[config.mk]
export PLATFORM = sky130hd
export DESIGN_NAME = demux_lane_sequencer
export DESIGN_NICKNAME = d
export VERILOG_FILES = /design/src/rtl/demux_pkg.sv /design/src/rtl/demux_decode_1to4.sv /design/src/rtl/demux_lane_sequencer.sv
export SDC_FILE = /design/constraint.sdc
export NUM_CORES = 1
export LEC_CHECK = 0
export ABC_AREA = 1
export CELL_PAD_IN_SITES_DETAIL_PLACEMENT = 0
export CELL_PAD_IN_SITES_GLOBAL_PLACEMENT = 1
export CORE_MARGIN = 8
export CORE_UTILIZATION = 35
export CTS_BUF_LIST = sky130_fd_sc_hd__clkbuf_8 sky130_fd_sc_hd__clkbuf_16
export DETAILED_ROUTE_END_ITERATION = 10
export HOLD_SLACK_MARGIN = 0.06
export PLACE_DENSITY = 0.8
export SETUP_SLACK_MARGIN = 0.2
export SKIP_CTS_REPAIR_TIMING = 1
export SKIP_LAST_GASP = 1
export SYNTH_ARGS = -nofsm -noshare
export SYNTH_HDL_FRONTEND = slang
export SYNTH_SLANG_ARGS = --single-unit
[constraint.sdc]
create_clock -name clk -period 1.5 [get_ports clk]
set_clock_uncertainty 0.2 [all_clocks]
set_input_delay 0.3 -clock clk [delete_from_list [all_inputs] [get_ports clk]]
set_output_delay 0.3 -clock clk [all_outputs]
set_load 0.01 [all_outputs]
[src/rtl/demux_pkg.sv]
// Shared types and constants for the 1:4 demux lane sequencer.
package demux_pkg;

  typedef enum logic {
    FILL = 1'b0,
    HOLD = 1'b1
  } demux_state_e;

  localparam int SEL_W     = 2;
  localparam int NUM_LANES = 4;

  localparam logic [NUM_LANES-1:0] LANE0_OH = 4'b0001;
  localparam logic [NUM_LANES-1:0] LANE1_OH = 4'b0010;
  localparam logic [NUM_LANES-1:0] LANE2_OH = 4'b0100;
  localparam logic [NUM_LANES-1:0] LANE3_OH = 4'b1000;

endpackage

[src/rtl/demux_decode_1to4.sv]
// 2-to-4 one-hot decoder with enable; the gate-level core of the 1:4 demux.
module demux_decode_1to4
  import demux_pkg::*;
(
  input  logic [SEL_W-1:0]     sel,
  input  logic                 en,
  output logic [NUM_LANES-1:0] oh
);

  always_comb begin
    oh = '0;
    if (en) begin
      unique case (sel)
        2'd0: oh = LANE0_OH;
        2'd1: oh = LANE1_OH;
        2'd2: oh = LANE2_OH;
        2'd3: oh = LANE3_OH;
        default: oh = '0;
      endcase
    end
  end

endmodule

[src/rtl/demux_lane_sequencer.sv]
// Valid/ready front end that steers successive words into four lane registers
// and presents them as one frame to the partial-product stage.
module demux_lane_sequencer
  import demux_pkg::*;
#(
  parameter int WIDTH = 8
) (
  input  logic                 clk,
  input  logic                 rst_n,
  input  logic                 flush,
  input  logic [WIDTH-1:0]     in_data,
  input  logic                 in_valid,
  output logic                 in_ready,
  output logic [SEL_W-1:0]     sel,
  output logic [NUM_LANES-1:0] lane_strobe,
  output logic [WIDTH-1:0]     lane0_data,
  output logic [WIDTH-1:0]     lane1_data,
  output logic [WIDTH-1:0]     lane2_data,
  output logic [WIDTH-1:0]     lane3_data,
  output logic                 frame_valid,
  input  logic                 frame_ready
);

  localparam int LANES = NUM_LANES;

  demux_state_e           state_q, state_d;
  logic [SEL_W-1:0]       sel_q, sel_d;
  logic [LANES-1:0]       strobe_q, strobe_d;
  logic                   frame_valid_q, frame_valid_d;
  logic [WIDTH-1:0]       lane_q [LANES];
  logic [WIDTH-1:0]       lane_d [LANES];
  logic                   accept;
  logic [LANES-1:0]       lane_we;

  assign in_ready = (state_q == FILL) | frame_ready;
  assign accept   = in_valid & in_ready;

  // sel_q is 0 in HOLD, so a same-cycle accept on frame release lands in lane 0.
  demux_decode_1to4 u_decode (
    .sel (sel_q),
    .en  (accept),
    .oh  (lane_we)
  );

  always_comb begin
    state_d       = state_q;
    sel_d         = sel_q;
    strobe_d      = lane_we;
    frame_valid_d = frame_valid_q;
    lane_d        = lane_q;
    if (flush) begin
      state_d       = FILL;
      sel_d         = '0;
      strobe_d      = '0;
      frame_valid_d = 1'b0;
      for (int unsigned i = 0; i < LANES; i++) lane_d[i] = '0;
    end else begin
      for (int unsigned i = 0; i < LANES; i++) begin
        if (lane_we[i]) lane_d[i] = in_data;
      end
      if (accept) sel_d = sel_q + 2'd1;
      unique case (state_q)
        FILL: begin
          if (accept && sel_q == SEL_W'(LANES - 1)) begin
            state_d       = HOLD;
            frame_valid_d = 1'b1;
          end
        end
        HOLD: begin
          if (frame_ready) begin
            state_d       = FILL;
            frame_valid_d = 1'b0;
          end
        end
        default: state_d = FILL;
      endcase
    end
  end

  always_ff @(posedge clk or negedge rst_n) begin
    if (!rst_n) begin
      state_q       <= FILL;
      sel_q         <= '0;
      strobe_q      <= '0;
      frame_valid_q <= 1'b0;
      for (int unsigned i = 0; i < LANES; i++) lane_q[i] <= '0;
    end else begin
      state_q       <= state_d;
      sel_q         <= sel_d;
      strobe_q      <= strobe_d;
      frame_valid_q <= frame_valid_d;
      for (int unsigned i = 0; i < LANES; i++) lane_q[i] <= lane_d[i];
    end
  end

  assign sel         = sel_q;
  assign lane_strobe = strobe_q;
  assign frame_valid = frame_valid_q;
  assign lane0_data  = lane_q[0];
  assign lane1_data  = lane_q[1];
  assign lane2_data  = lane_q[2];
  assign lane3_data  = lane_q[3];

endmodule

# == Word level (Yosys, flattened, before mapping) ==
# Index checks and enable logic that the tools add are counted.
# totals
register_bits,40
output_inout_bits,40
# op_classes
addsub,1
n_eq_ne,5
n_mux,18
bitwise_logic,3
reduce_logical,8
# ops
cell,count
32-bit two-way mux,1
8-bit two-way mux,4
4-bit one-hot mux with 4 select lines,1
2-bit nonzero test,5
4-bit two-way mux,2
1-bit two-way mux,6
2-bit equality test (second input constant),2
2-bit two-way mux,2
1-bit one-hot mux with 2 select lines,2
3-bit by 2-bit != test with 1-bit output (second input constant),1
3-bit != test (second input constant),1
2-bit by 1-bit adder with 2-bit output (second input constant),1
2-bit by 1-bit equality test with 1-bit output (second input constant),1
2-bit zero test,1
2-bit AND reduction,1
1-bit AND,1
1-bit logical AND,1
1-bit inverter,1
1-bit bitwise OR,1

# == Logic depth before layout (Yosys ltp) ==
# depth
depth_word,7
ltp_mapped,6
mapped_depth_nobuf,6

# == By module ==
# From an unflattened synthesis, not the netlist that was laid out.
# hier_totals
cells_unflattened,159
hier_area_um2,1526.5
# modules_own_cells
module,instances,cells_each,area_each_um2
demux_lane_sequencer,1,151,1496.4
demux_decode_1to4,1,8,30.0

# == Worst setup path after synthesis ==
# No wires, ideal clock.
# synth_timing
path_kind,register to register
startpoint,register sel_q[0] (netlist: sel[0])
endpoint,register lane_q (netlist bit lane0_data[0])
setup_time_ps,117
arrival_time_ps,1082
slack_ps,102
path_stages_with_launch,7
path_buffers,0
period_less_slack_ps,1398
path_cell_list,dfrtp_1 inv_1 ha_1 nand3_4 nand2_4 nand2_1 nand2_1
# synth_via
elab_chain_len,4
elab_cells_between_ends,7
cone_classes,3 x eq/ne; 2 x mux; 2 x reduce/logical
# synth_lines
item,line_no,source
from (decl),demux_lane_sequencer.sv:27,"logic [SEL_W-1:0] sel_q, sel_d;"
from (signal assigned),demux_lane_sequencer.sv:89,sel_q <= sel_d;
"2-bit equality test, or another cell as far along",demux_decode_1to4.sv:13,unique case (sel)
4-bit one-hot mux with 4 select lines *,demux_decode_1to4.sv:13,
4-bit two-way mux *,demux_decode_1to4.sv:12,if (en) begin
2-bit nonzero test (no source line) *,-,
to (decl),demux_lane_sequencer.sv:30,logic [WIDTH-1:0] lane_q [LANES];
# Mark *: on every way between the ends. The rest lies on a longest branch, timed or not.
# A chain may end at the register's enable or synchronous reset.

# == Final worst setup path ==
# layout_timing
startpoint,register state_q
endpoint,output port in_ready
# layout_via
elab_chain_len,2
# layout_lines
item,line_no,source
from (decl),demux_lane_sequencer.sv:26,"demux_state_e state_q, state_d;"
from (signal assigned),demux_lane_sequencer.sv:88,state_q <= state_d;
1-bit inverter,-,
1-bit bitwise OR,demux_lane_sequencer.sv:35,assign in_ready = (state_q == FILL) | frame_ready;
to (decl),demux_lane_sequencer.sv:13,"output logic in_ready,"
# No other way between the ends.

==> impl_summary.log <==
[metrics] post-synthesis area per instance: 9.27 um2
[metrics] fin area: around 2700 um2
[metrics] CP max stage cell: sky130_fd_sc_hd__dfrtp_2
[metrics] HPWL Detailed: 3410 um
[metrics] number of cell rows: 26
[metrics] Pwr per Cell Area: approximately 960 nW/um2
[metrics] first-pass GRT wire length: approximately 7600 um
[metrics] switching share of power: roughly 28%
[metrics] final non-filler cell total: 350
[metrics] required time of the critical path: 1000 ps
[metrics] main combinational cell family by area after synthesis: simple AND/OR/NAND/NOR gates
[metrics] Iter 0 DRT Violations: 85
[metrics] synthesized-area fraction occupied by ao, oa, aoi and oai cells: less than 1%
[metrics] final hold viol count: 0
[metrics] total vias in the final route: 1626
[metrics] area enclosed by the die boundary: slightly below 8000 um2
[metrics] setup tns final: 0 ps
[metrics] Synth Cell Area: 1810 um2
[metrics] signed area change from the synthesized netlist to the final layout: 50.4%
[metrics] CP Launch Type: flop
[metrics] FF-to-FF End: lane1_data[4]
[metrics] Max-Slew Margin vs Limit: 72.8%
[metrics] count of distinct cell types in the synthesized netlist: 15
[metrics] initial antenna violation count: 0
[metrics] post-synthesis instance total: 195
[metrics] kind of capture point of the worst setup path: output pin
[metrics] instance count on the critical path: 2
[metrics] library cell with the largest summed area after synthesis: sky130_fd_sc_hd__dfrtp_1
[metrics] Placer Congestion: between 0.7 and 0.8
[metrics] Final setup viols: 0
[metrics] worst-path fanout max: 2
[metrics] clock buffers created by TritonCTS: 5
[metrics] arrival time of data at the critical path endpoint: 930 ps
[metrics] slowest cell delay on critical path: 450 ps
[metrics] setup repair after global routing missed its margin: true
[metrics] Int Power: between 1.5 and 2 mW
[metrics] combinational share of power: about a fifth
[metrics] antenna cells: 0
[metrics] number of warnings reported in the yosys synthesis log: 0
[metrics] Initial Utilization: 35.8%
[metrics] Critical R2R Launch: sel[1]
[metrics] overall global routing resource usage: between 10% and 20%
[metrics] total count of max-transition violations in the final report: 0
[metrics] capture point of the critical path: in_ready
[metrics] area share of the leading cell type in the synthesized netlist: approximately 55%
[metrics] met3 track demand over resource in global routing: under 10%
[metrics] sum of overflow across all layers after global routing: 0
[metrics] fmax: roughly 700 MHz
[metrics] max-capacitance violation count: 0
[metrics] most common cell in the netlist: sky130_fd_sc_hd__nand2_1
[metrics] largest net degree at the start of global routing: 25
[metrics] count of flip-flops with a built-in enable after synthesis: 0
[metrics] insertion delay to the later sink of the worst-skew pair: between 200 and 300 ps
[metrics] area occupied by registers: ~1000 um2
[metrics] Fill cells: roughly 480
[metrics] detailed-route DRC error count: 0
[metrics] sequential share of power: between 40% and 50%
[metrics] fraction of the cycle the final worst path needs: roughly 95%
[metrics] path type of the worst setup path: reg2out
[metrics] portion of netlist area occupied by mux cells: 0%
[metrics] Worst R2R Path Depth: 6
[metrics] worst-path cell chain: nand2_8, buf_6
[metrics] static leakage: about 1.5 nW
[metrics] clock root cell: sky130_fd_sc_hd__clkbuf_8
[metrics] met1 Track Usage GR: 16.7%
[metrics] sum of routed wire length over all layers: about 5300 um
[metrics] synthesized-area fraction occupied by xor and xnor cells: 0%
[metrics] net load switching power: approximately 0.73 mW
[metrics] Buf+Inv Stages, Crit Path: 1
[metrics] Net count, final: 297
[metrics] run status: finished, final reports clean
[metrics] number of H-tree levels: 2
[metrics] clock net sink count: 40
[metrics] Async SR Flop Fraction: between 90% and 100%
[metrics] part of the Yosys area used for sequential elements: between 50% and 60%
[metrics] leading cell types by count after synthesis: 69 x sky130_fd_sc_hd__nand2_1, 40 x sky130_fd_sc_hd__dfrtp_1, 37 x sky130_fd_sc_hd__nand3_1, 13 x sky130_fd_sc_hd__inv_1
[metrics] TritonCTS clock tree: done
[metrics] total nets after synthesis: between 200 and 250
[metrics] cell family contributing the most delay on the critical path: flip-flops
[metrics] hold crit path type: in2reg
[metrics] flip-flop cell with the highest count after synthesis: sky130_fd_sc_hd__dfrtp_1
[metrics] Detail Route Antenna Nets: 0
[metrics] number of detailed-route iterations in the first pass: 4
[metrics] clock transition at the registers of the reported paths: roughly 80 ps
[metrics] Top Usage Layer GRT: met2
[metrics] time the final worst path needs with I/O delays and setup: approximately 1400 ps
[metrics] post-detailed-placement cell area: between 2000 and 3000 um2
[metrics] maximum VDD drop: around 490 uV
[metrics] share of power burned in the clock network: roughly 33%
[metrics] Die Width: roughly 88 um
[metrics] pin slew with the least headroom to its limit: 408 ps
[metrics] fraction of layout instances using a drive strength above 1: around two fifths
[metrics] number of global-route vias before repair: between 1000 and 1500
[metrics] number of cells after detailed placement: between 300 and 400
[metrics] simple logic cell fraction of the synthesized area: between 30% and 40%
[metrics] Vias per Instance: approximately 4.6
[metrics] IO Pins: 53
[metrics] start point of the critical path: state_q
[metrics] M2 GR Usage: about a fifth
[metrics] area inside the core boundary: between 5000 and 6000 um2
[metrics] share of synthesized cell area in full adder, half adder and majority cells: 3.46%
[metrics] PortBufs: 52
[metrics] die span in y: 87.8 um
[metrics] Area contributors post-synth: sky130_fd_sc_hd__dfrtp_1 55%, sky130_fd_sc_hd__nand2_1 14%, sky130_fd_sc_hd__nand3_1 10%
[metrics] minimum setup slack among reg-to-reg paths: approximately 80 ps
[metrics] multi-input gate area in the final layout: between 800 and 900 um2
[metrics] WL per Instance: between 15 and 20 um
[metrics] Clock Path Buffers: 2
[metrics] synthesis-stage register bit count: 40
## layout make-up
type / instances / share of cell area [%]
Tap cell: 70 / 3.22
Clock buffer: 5 / 2.53
Timing Repair Buffer: 80 / 23.3
Sequential cell: 40 / 37.0
Inverter: 15 / 2.07
Clock inverter: 3 / 1.43
Multi-Input combinational cell: 137 / 30.5
## through the flow
stage	power, mW	hold slack (ps)	utilization (%)	setup WS, ps
floorplan	1.45	-196	-	202
detailed placement	1.76	56.6	50.0	-455
CTS	2.63	-270	52.2	-462
global placement	1.76	51.6	50.0	-436
global route	2.77	208	53.9	27.8
finish	2.62	204	53.9	69.7
## cells by family after synthesis
kind of cell	Yosys count
adders and majority gates	5
buffers and inverters	21
DFF	40
and+or+nand+nor	127
AOI/OAI and AO/OA	2
## worst min-delay path by stage
| stage | from | to | slack [ps] | cells past startpoint |
|---|---|---|---|---|
| after floorplan | rst_n | frame_valid | -200 | 0 |
| after global placement | rst_n | lane_strobe[1] | 50 | 1 |
| after detailed placement | rst_n | lane2_data[5] | 60 | 1 |
| after CTS | rst_n | lane_strobe[1] | -270 | 1 |
| after global routing | frame_ready | state_q | 210 | 5 |
| final | frame_ready | state_q | 200 | 5 |
## tightest hold or removal path, delay by kind of cell
| family | cells | cell delay, ps |
|---|---|---|
| buffers and inverters | 3 | 250 |
| AO/OA/AOI/OAI | 1 | 60 |
| AND/OR/NAND/NOR | 1 | 60 |
## power by group through the flow
stage / Sequential (mW) / Clock, mW / Combinational [mW]
2_1_floorplan: 1.27 / 0 / 0.180
3_3_place_gp: 1.24 / 0 / 0.525
3_5_place_dp: 1.23 / 0 / 0.529
4_1_cts: 1.21 / 0.888 / 0.532
5_1_grt: 1.23 / 0.955 / 0.588
6_report: 1.22 / 0.870 / 0.534
## cell usage in the layout, fill, tap and decap left out
master	count
sky130_fd_sc_hd__ha_2	1
sky130_fd_sc_hd__dfrtp_1	37
sky130_fd_sc_hd__clkinv_2	1
sky130_fd_sc_hd__nor2_4	1
sky130_fd_sc_hd__bufinv_16	1
sky130_fd_sc_hd__ha_4	3
sky130_fd_sc_hd__inv_2	4
sky130_fd_sc_hd__ha_1	1
sky130_fd_sc_hd__nand3_2	9
sky130_fd_sc_hd__nor2_2	6
sky130_fd_sc_hd__dlymetal6s2s_1	2
sky130_fd_sc_hd__inv_1	12
sky130_fd_sc_hd__nand2_4	4
sky130_fd_sc_hd__dfrtp_2	3
sky130_fd_sc_hd__buf_6	7
sky130_fd_sc_hd__nand2_1	66
sky130_fd_sc_hd__buf_2	2
sky130_fd_sc_hd__buf_12	5
sky130_fd_sc_hd__dlygate4sd3_1	1
sky130_fd_sc_hd__nor2_1	5
sky130_fd_sc_hd__nand3_1	31
sky130_fd_sc_hd__clkbuf_2	35
sky130_fd_sc_hd__nand2_2	3
sky130_fd_sc_hd__clkbuf_8	5
sky130_fd_sc_hd__nand3_4	4
sky130_fd_sc_hd__buf_4	19
sky130_fd_sc_hd__a21oi_1	1
sky130_fd_sc_hd__nand2_8	1
sky130_fd_sc_hd__clkdlybuf4s50_1	9
sky130_fd_sc_hd__a21boi_1	1
## registers in the layout (all words and copies together) (netlist names)
signal       cells
frame_valid      1
lane0_data       8
lane1_data       8
lane2_data       8
lane3_data       8
lane_strobe      4
sel              2
state_q          1
## routing by layer
layer,up-vias,share of wire [%]
met3,5,7.1
li1,791,-
met5,-,0
met4,0,0.79
met2,50,48
met1,780,44
(Power assumes the default switching activity.)
